`src/rtl/jtag_seq_pkg.sv`:
```
// Shared types for the JTAG scan sequencer: controller state encoding and
// the default length of the Test-Logic-Reset walk.
package jtag_seq_pkg;

  localparam int TLR_CYCLES_DEF = 5;

  typedef enum logic [2:0] {
    ST_TLR_WALK,
    ST_RTI,
    ST_SEL_DR,
    ST_SEL_IR,
    ST_CAPTURE,
    ST_SHIFT,
    ST_EXIT1,
    ST_UPDATE
  } tap_state_t;

endpackage

```
`src/rtl/jtag_tdo_capture.sv`:
```
// TDO capture shift register. Bits enter at the MSB and move right, so after
// N shifts the first bit sits at BSC_SIZE-N; the UPDATE right-align moves it
// to bit 0 and zero-fills everything above the scan length.
module jtag_tdo_capture #(
  parameter int BSC_SIZE = 14,
  parameter int LEN_W    = $clog2(BSC_SIZE + 1)
) (
  input  logic                TCK,
  input  logic                reset,
  input  logic                shift_en,
  input  logic                update,
  input  logic                tdo,
  input  logic [LEN_W-1:0]    len,
  output logic [BSC_SIZE-1:0] captured
);

  logic [BSC_SIZE-1:0] shift_reg;
  logic [LEN_W-1:0]    align;

  assign align = LEN_W'(BSC_SIZE) - len;

  // Shift TDO in during SHIFT; publish the right-aligned result on UPDATE.
  always_ff @(posedge TCK) begin
    if (reset) begin
      shift_reg <= '0;
      captured  <= '0;
    end else begin
      if (shift_en) begin
        shift_reg <= {tdo, shift_reg[BSC_SIZE-1:1]};
      end
      if (update) begin
        captured <= shift_reg >> align;
      end
    end
  end

endmodule

```
`src/rtl/jtag_scan_sequencer.sv`:
```
// JTAG scan sequencer: walks the target TAP through IR/DR scans and TLR walks,
// mirroring the TAP state edge-for-edge and collecting TDO.
//
// state       | meaning
// ------------+---------------------------------------------------------
// TLR_WALK    | TMS high for TLR_CYCLES, then one TMS-low cycle into RTI
// RTI         | idle; accepts start / trst_req
// SEL_DR      | Select-DR-Scan; TMS picks IR (1) or DR (0) branch
// SEL_IR      | Select-IR-Scan
// CAPTURE     | Capture-xR; bit counter cleared
// SHIFT       | Shift-xR for exactly scan_len_q cycles, TMS on last bit
// EXIT1       | Exit1-xR
// UPDATE      | Update-xR; done pulse, captured bits published
module jtag_scan_sequencer
  import jtag_seq_pkg::*;
#(
  parameter int BSC_SIZE   = 14,
  parameter int LEN_W      = $clog2(BSC_SIZE + 1),
  parameter int TLR_CYCLES = TLR_CYCLES_DEF
) (
  input  logic                TCK,
  input  logic                reset,
  input  logic                start,
  input  logic                is_ir,
  input  logic [LEN_W-1:0]    scan_len,
  input  logic                trst_req,
  input  logic                TDO,
  output logic                TMS,
  output logic                load,
  output logic                enable_shift,
  output logic [BSC_SIZE-1:0] captured,
  output logic                busy,
  output logic                done,
  output logic                cmd_err
);

  localparam int TLR_W = $clog2(TLR_CYCLES + 1);

  tap_state_t          state;
  logic [TLR_W-1:0]    tlr_cnt;
  logic [LEN_W-1:0]    bit_cnt;
  logic [LEN_W-1:0]    len_q;
  logic                is_ir_q;
  logic                len_ok;
  logic                accept;
  logic                reject;
  logic                last_bit;
  logic                tlr_high;
  logic                tms_c;
  logic [BSC_SIZE-1:0] captured_q;

  assign len_ok   = (scan_len != '0) && (scan_len <= LEN_W'(BSC_SIZE));
  assign accept   = (state == ST_RTI) && start && !trst_req && len_ok;
  assign reject   = (state == ST_RTI) && start && !trst_req && !len_ok;
  assign last_bit = (bit_cnt == (len_q - LEN_W'(1)));
  assign tlr_high = (tlr_cnt < TLR_W'(TLR_CYCLES));

  // TAP-tracking state machine with its walk and bit counters.
  always_ff @(posedge TCK) begin
    if (reset) begin
      state   <= ST_TLR_WALK;
      tlr_cnt <= '0;
      bit_cnt <= '0;
      len_q   <= '0;
      is_ir_q <= 1'b0;
    end else begin
      case (state)
        ST_TLR_WALK: begin
          if (tlr_high) begin
            tlr_cnt <= tlr_cnt + TLR_W'(1);
          end else begin
            tlr_cnt <= '0;
            state   <= ST_RTI;
          end
        end
        ST_RTI: begin
          if (trst_req) begin
            tlr_cnt <= '0;
            state   <= ST_TLR_WALK;
          end else if (accept) begin
            is_ir_q <= is_ir;
            len_q   <= scan_len;
            state   <= ST_SEL_DR;
          end
        end
        ST_SEL_DR:  state <= is_ir_q ? ST_SEL_IR : ST_CAPTURE;
        ST_SEL_IR:  state <= ST_CAPTURE;
        ST_CAPTURE: begin
          bit_cnt <= '0;
          state   <= ST_SHIFT;
        end
        ST_SHIFT: begin
          bit_cnt <= bit_cnt + LEN_W'(1);
          if (last_bit) begin
            state <= ST_EXIT1;
          end
        end
        ST_EXIT1:   state <= ST_UPDATE;
        ST_UPDATE:  state <= ST_RTI;
        default:    state <= ST_TLR_WALK;
      endcase
    end
  end

  // TMS decode from state, latched command and (in RTI) the live request.
  always_comb begin
    tms_c = 1'b0;
    case (state)
      ST_TLR_WALK: tms_c = tlr_high;
      ST_RTI:      tms_c = accept;
      ST_SEL_DR:   tms_c = is_ir_q;
      ST_SHIFT:    tms_c = last_bit;
      ST_EXIT1:    tms_c = 1'b1;
      default:     tms_c = 1'b0;
    endcase
  end

  // Outputs are forced to their reset values for the whole reset assertion,
  // including the first cycle before the registers have been cleared.
  assign TMS          = reset | tms_c;
  assign load         = !reset && accept;
  assign cmd_err      = !reset && reject;
  assign enable_shift = !reset && (state == ST_SHIFT);
  assign done         = !reset && (state == ST_UPDATE);
  assign busy         = reset || (state != ST_RTI);
  assign captured     = reset ? '0 : captured_q;

  jtag_tdo_capture #(
    .BSC_SIZE (BSC_SIZE),
    .LEN_W    (LEN_W)
  ) u_capture (
    .TCK      (TCK),
    .reset    (reset),
    .shift_en (state == ST_SHIFT),
    .update   (state == ST_UPDATE),
    .tdo      (TDO),
    .len      (len_q),
    .captured (captured_q)
  );

endmodule

```
`config.mk`:
```
export PLATFORM = sky130hd
export DESIGN_NAME = jtag_scan_sequencer
export DESIGN_NICKNAME = d
export VERILOG_FILES = /design/src/rtl/jtag_seq_pkg.sv /design/src/rtl/jtag_tdo_capture.sv /design/src/rtl/jtag_scan_sequencer.sv
export SDC_FILE = /design/constraint.sdc
export NUM_CORES = 1
export LEC_CHECK = 0
export ABC_CLOCK_PERIOD_IN_PS = 4200
export BUFFER_PORTS_ARGS = -buffer_cell sky130_fd_sc_hd__buf_2
export CORE_AREA = 2 2 95 97
export CTS_CLUSTER_DIAMETER = 30
export DETAILED_ROUTE_END_ITERATION = 12
export DIE_AREA = 0 0 97 99
export PLACE_DENSITY = 0.45
export SLEW_MARGIN = 20
export SYNTH_ARGS = -nofsm -noshare
export SYNTH_HDL_FRONTEND = slang
export SYNTH_SLANG_ARGS = --single-unit
```
`constraint.sdc`:
```
create_clock -name TCK -period 4.2 [get_ports TCK]
set_input_delay 0.84 -clock TCK [delete_from_list [all_inputs] [get_ports TCK]]
set_output_delay 0.84 -clock TCK [all_outputs]
set_load 0.02 [all_outputs]
```
==> impl_results.md <==
* RD Place Congestion at 0.754
* Setup TNS at 0 ps
* Crit. End Element: primary output
* Worst Hold Depth at 2
* Most common flop cell mapped by yosys: dfxtp_1
* Syn nets at 306
* Hpwl dp at 4040 µm
* Sink Count at 43
* Fill cells at 940
* Largest net degree at the start of global routing at 38
* Post-Syn Area at 2530 µm²
* R2R Path End: u_capture.captured[0]
* Most common cell after layout, fill and taps aside: nand2_1
* Max incr delay on CP at 580 ps
* Worst EP arrival at 2380 ps
* R2R depth at 5
* Required time of the critical path at 3360 ps
* EDFF count, synth at 0
* Tot Pwr at 0.000760 W
* Min-Delay Startpoint: u_capture.captured[10]
* Number of core rows at 34
* Mapped Cells at 292
* GRT Total Usage at 12.2%
* Fmax at 0.311 GHz
* Ant diodes at 0
* Max Transition Viols Final at 0
* CTS buffer count at 5
* CTS tree: yes
* Leakage at 1.04 nW
* Syn. warnings at 0
* Pwr/cell area at 269 nW/µm²
* Setup Fix Bufs, Post-CTS at 0
* DR vias at 2101
* First-pass GRT wire length at 9810 µm
* Min-Delay Path Class: reg2reg
* Final setup skew at 5.42 ps
* Remaining global-route overflow at 0
* Die X-Extent at 97 µm
* Die Height at 99 µm
* Slew headroom at 30.4%
* Worst-path clk slew at 80 ps
* Status: complete, no violations
* Drt first pass iters at 4
* CP Launch Type: primary input
* Crit share post-route at 76.6%
* Avg Vias per Cell at 5.01
* Post-Route WL at 5760 µm
* Layout net count at 324
* CTS root buf: clkbuf_8
* Layout area overhead at 11.7%
* Hold-fix buffers, CTS at 0
* RSZ-0062 raised after global routing: false
* IO buf count at 29
* Most frequent cells in the layout: 49 x nand2_1, 43 x dfxtp_1, 30 x a21oi_1
* Worst Tran Pin Value at 1040 ps
* Min Clock Period, post-route at 3220 ps
* H-tree depth reported by CTS at 2
* Seq/Total Area, Yosys at 34.0%
* Fraction of layout cells with a size suffix above 1 at 18.0%
* Synth Area per Inst at 8.68 µm²
* Worst path slowest cell: or4_1
* Initial antenna violation count at 0
* Top delay family on crit path: simple AND/OR/NAND/NOR gates
* Crit path from: scan_len[2]
* Netlist cell types at 46
* Vias in the first global route at 1925
* Synth Register Bits at 43
* Per-cell routed wire length at 13.7 µm
* CP most frequent cell: buf_2
* Hold Violations, Final at 0
* ANT nets after route at 0
* Maxcap violations at 0
* Setup violators final at 0
* I/O pin count at 30
* Clock Path Buffers at 2
* Starting density of the core at 29.6%
* R2r setup slk at 1680 ps
* Ys async rst share at 0%
* Worst r2r src: len_q[0]
* Initial DRC Count at 71
* Worst VDD drop at 0.000109 V
* Worst setup path category: in2out
* Buf+Inv Stages, Crit Path at 2
* Worst Path Max Fanout at 6
* CP cell instances: buf_2 -> or4_1 -> nand4_2 -> o21ai_0 -> or3_1 -> buf_2
* Clock Latency Late Sink at 290 ps
* Hold Path End: u_capture.captured[10]
* Post-CTS resize count at 0
* Die ar. at 9600 µm²
* Core Area at 8550 µm²
* # DRC at 0
layout make-up:
cell class | instances | area, µm² | area share, %
Inverter | 5 | 18.8 | 0.663
Multi-Input combinational cell | 223 | 1550 | 54.7
Sequential cell | 43 | 861 | 30.4
Timing Repair Buffer | 32 | 168 | 5.92
Clock buffer | 8 | 100 | 3.54
Tap cell | 108 | 135 | 4.77
worst register-to-register path, stage by stage (launching register included):
cell	delay, ps
dfxtp_1	330
buf_4	280
ha_1	240
xor2_2	740
mux4_2	620
a22o_1	200
synth_stat cells (4+ instances only):
master / instances / area (µm²)
mux2i_1: 8 / 80.1
nor2b_1: 15 / 93.8
mux2_2: 5 / 56.3
ha_1: 4 / 50.1
buf_4: 4 / 30.0
nand4_1: 5 / 31.3
nor2_1: 22 / 82.6
xor2_1: 5 / 43.8
clkbuf_1: 12 / 45.0
nand3_1: 10 / 50.1
o21ai_0: 9 / 45.0
buf_2: 4 / 20.0
xnor2_1: 4 / 35.0
nand3b_1: 4 / 30.0
a311oi_1: 4 / 35.0
mux4_1: 5 / 131
a21oi_1: 30 / 150
mux4_2: 7 / 158
nand2_1: 49 / 184
dfxtp_1: 43 / 861
inv_1: 5 / 18.8
through the flow:
step	worst slack, ps	cell area (µm²)	hold slack [ps]	utilization (%)	cells
floorplan	1210	2530	427	-	292
global placement	1000	2730	437	31.9	411
detailed placement	970	2730	444	31.9	411
CTS	953	2830	454	33.1	419
global route	754	2830	475	33.1	419
finish	981	2830	449	33.1	419
how the worst max path moves through the flow:
stage	end	slack, ps	cells past startpoint
floorplan	TMS	1210	4
global placement	TMS	1000	6
detailed placement	TMS	970	6
CTS	TMS	950	7
global route	TMS	750	5
finish	TMS	980	6
cells by family after synthesis:
| family | share of synthesized area [%] |
|---|---|
| simple gates | 23.7 |
| compound gates | 14.3 |
| flops | 34.0 |
| buf+inv | 4.94 |
| mux | 16.8 |
| xor+xnor | 4.40 |
| fa+ha+maj | 1.98 |
routing by layer:
metal	part of all wire (%)	global-route usage, %	vias to the layer above
met2	44	18.4	34
met1	51	17.6	985
li1	-	-	1078
met4	0.69	3.25	0
met3	4.1	2.62	4
met5	0	0	-
power by group:
group,internal (W),total [W],switching (W)
clock network,0.000150,0.000291,0.000141
registers,0.000414,0.000421,0.00000756
logic,0.0000187,0.0000477,0.0000290
total,0.000583,0.000760,0.000177
No activity file was read; power rests on OpenSTA's default activity.
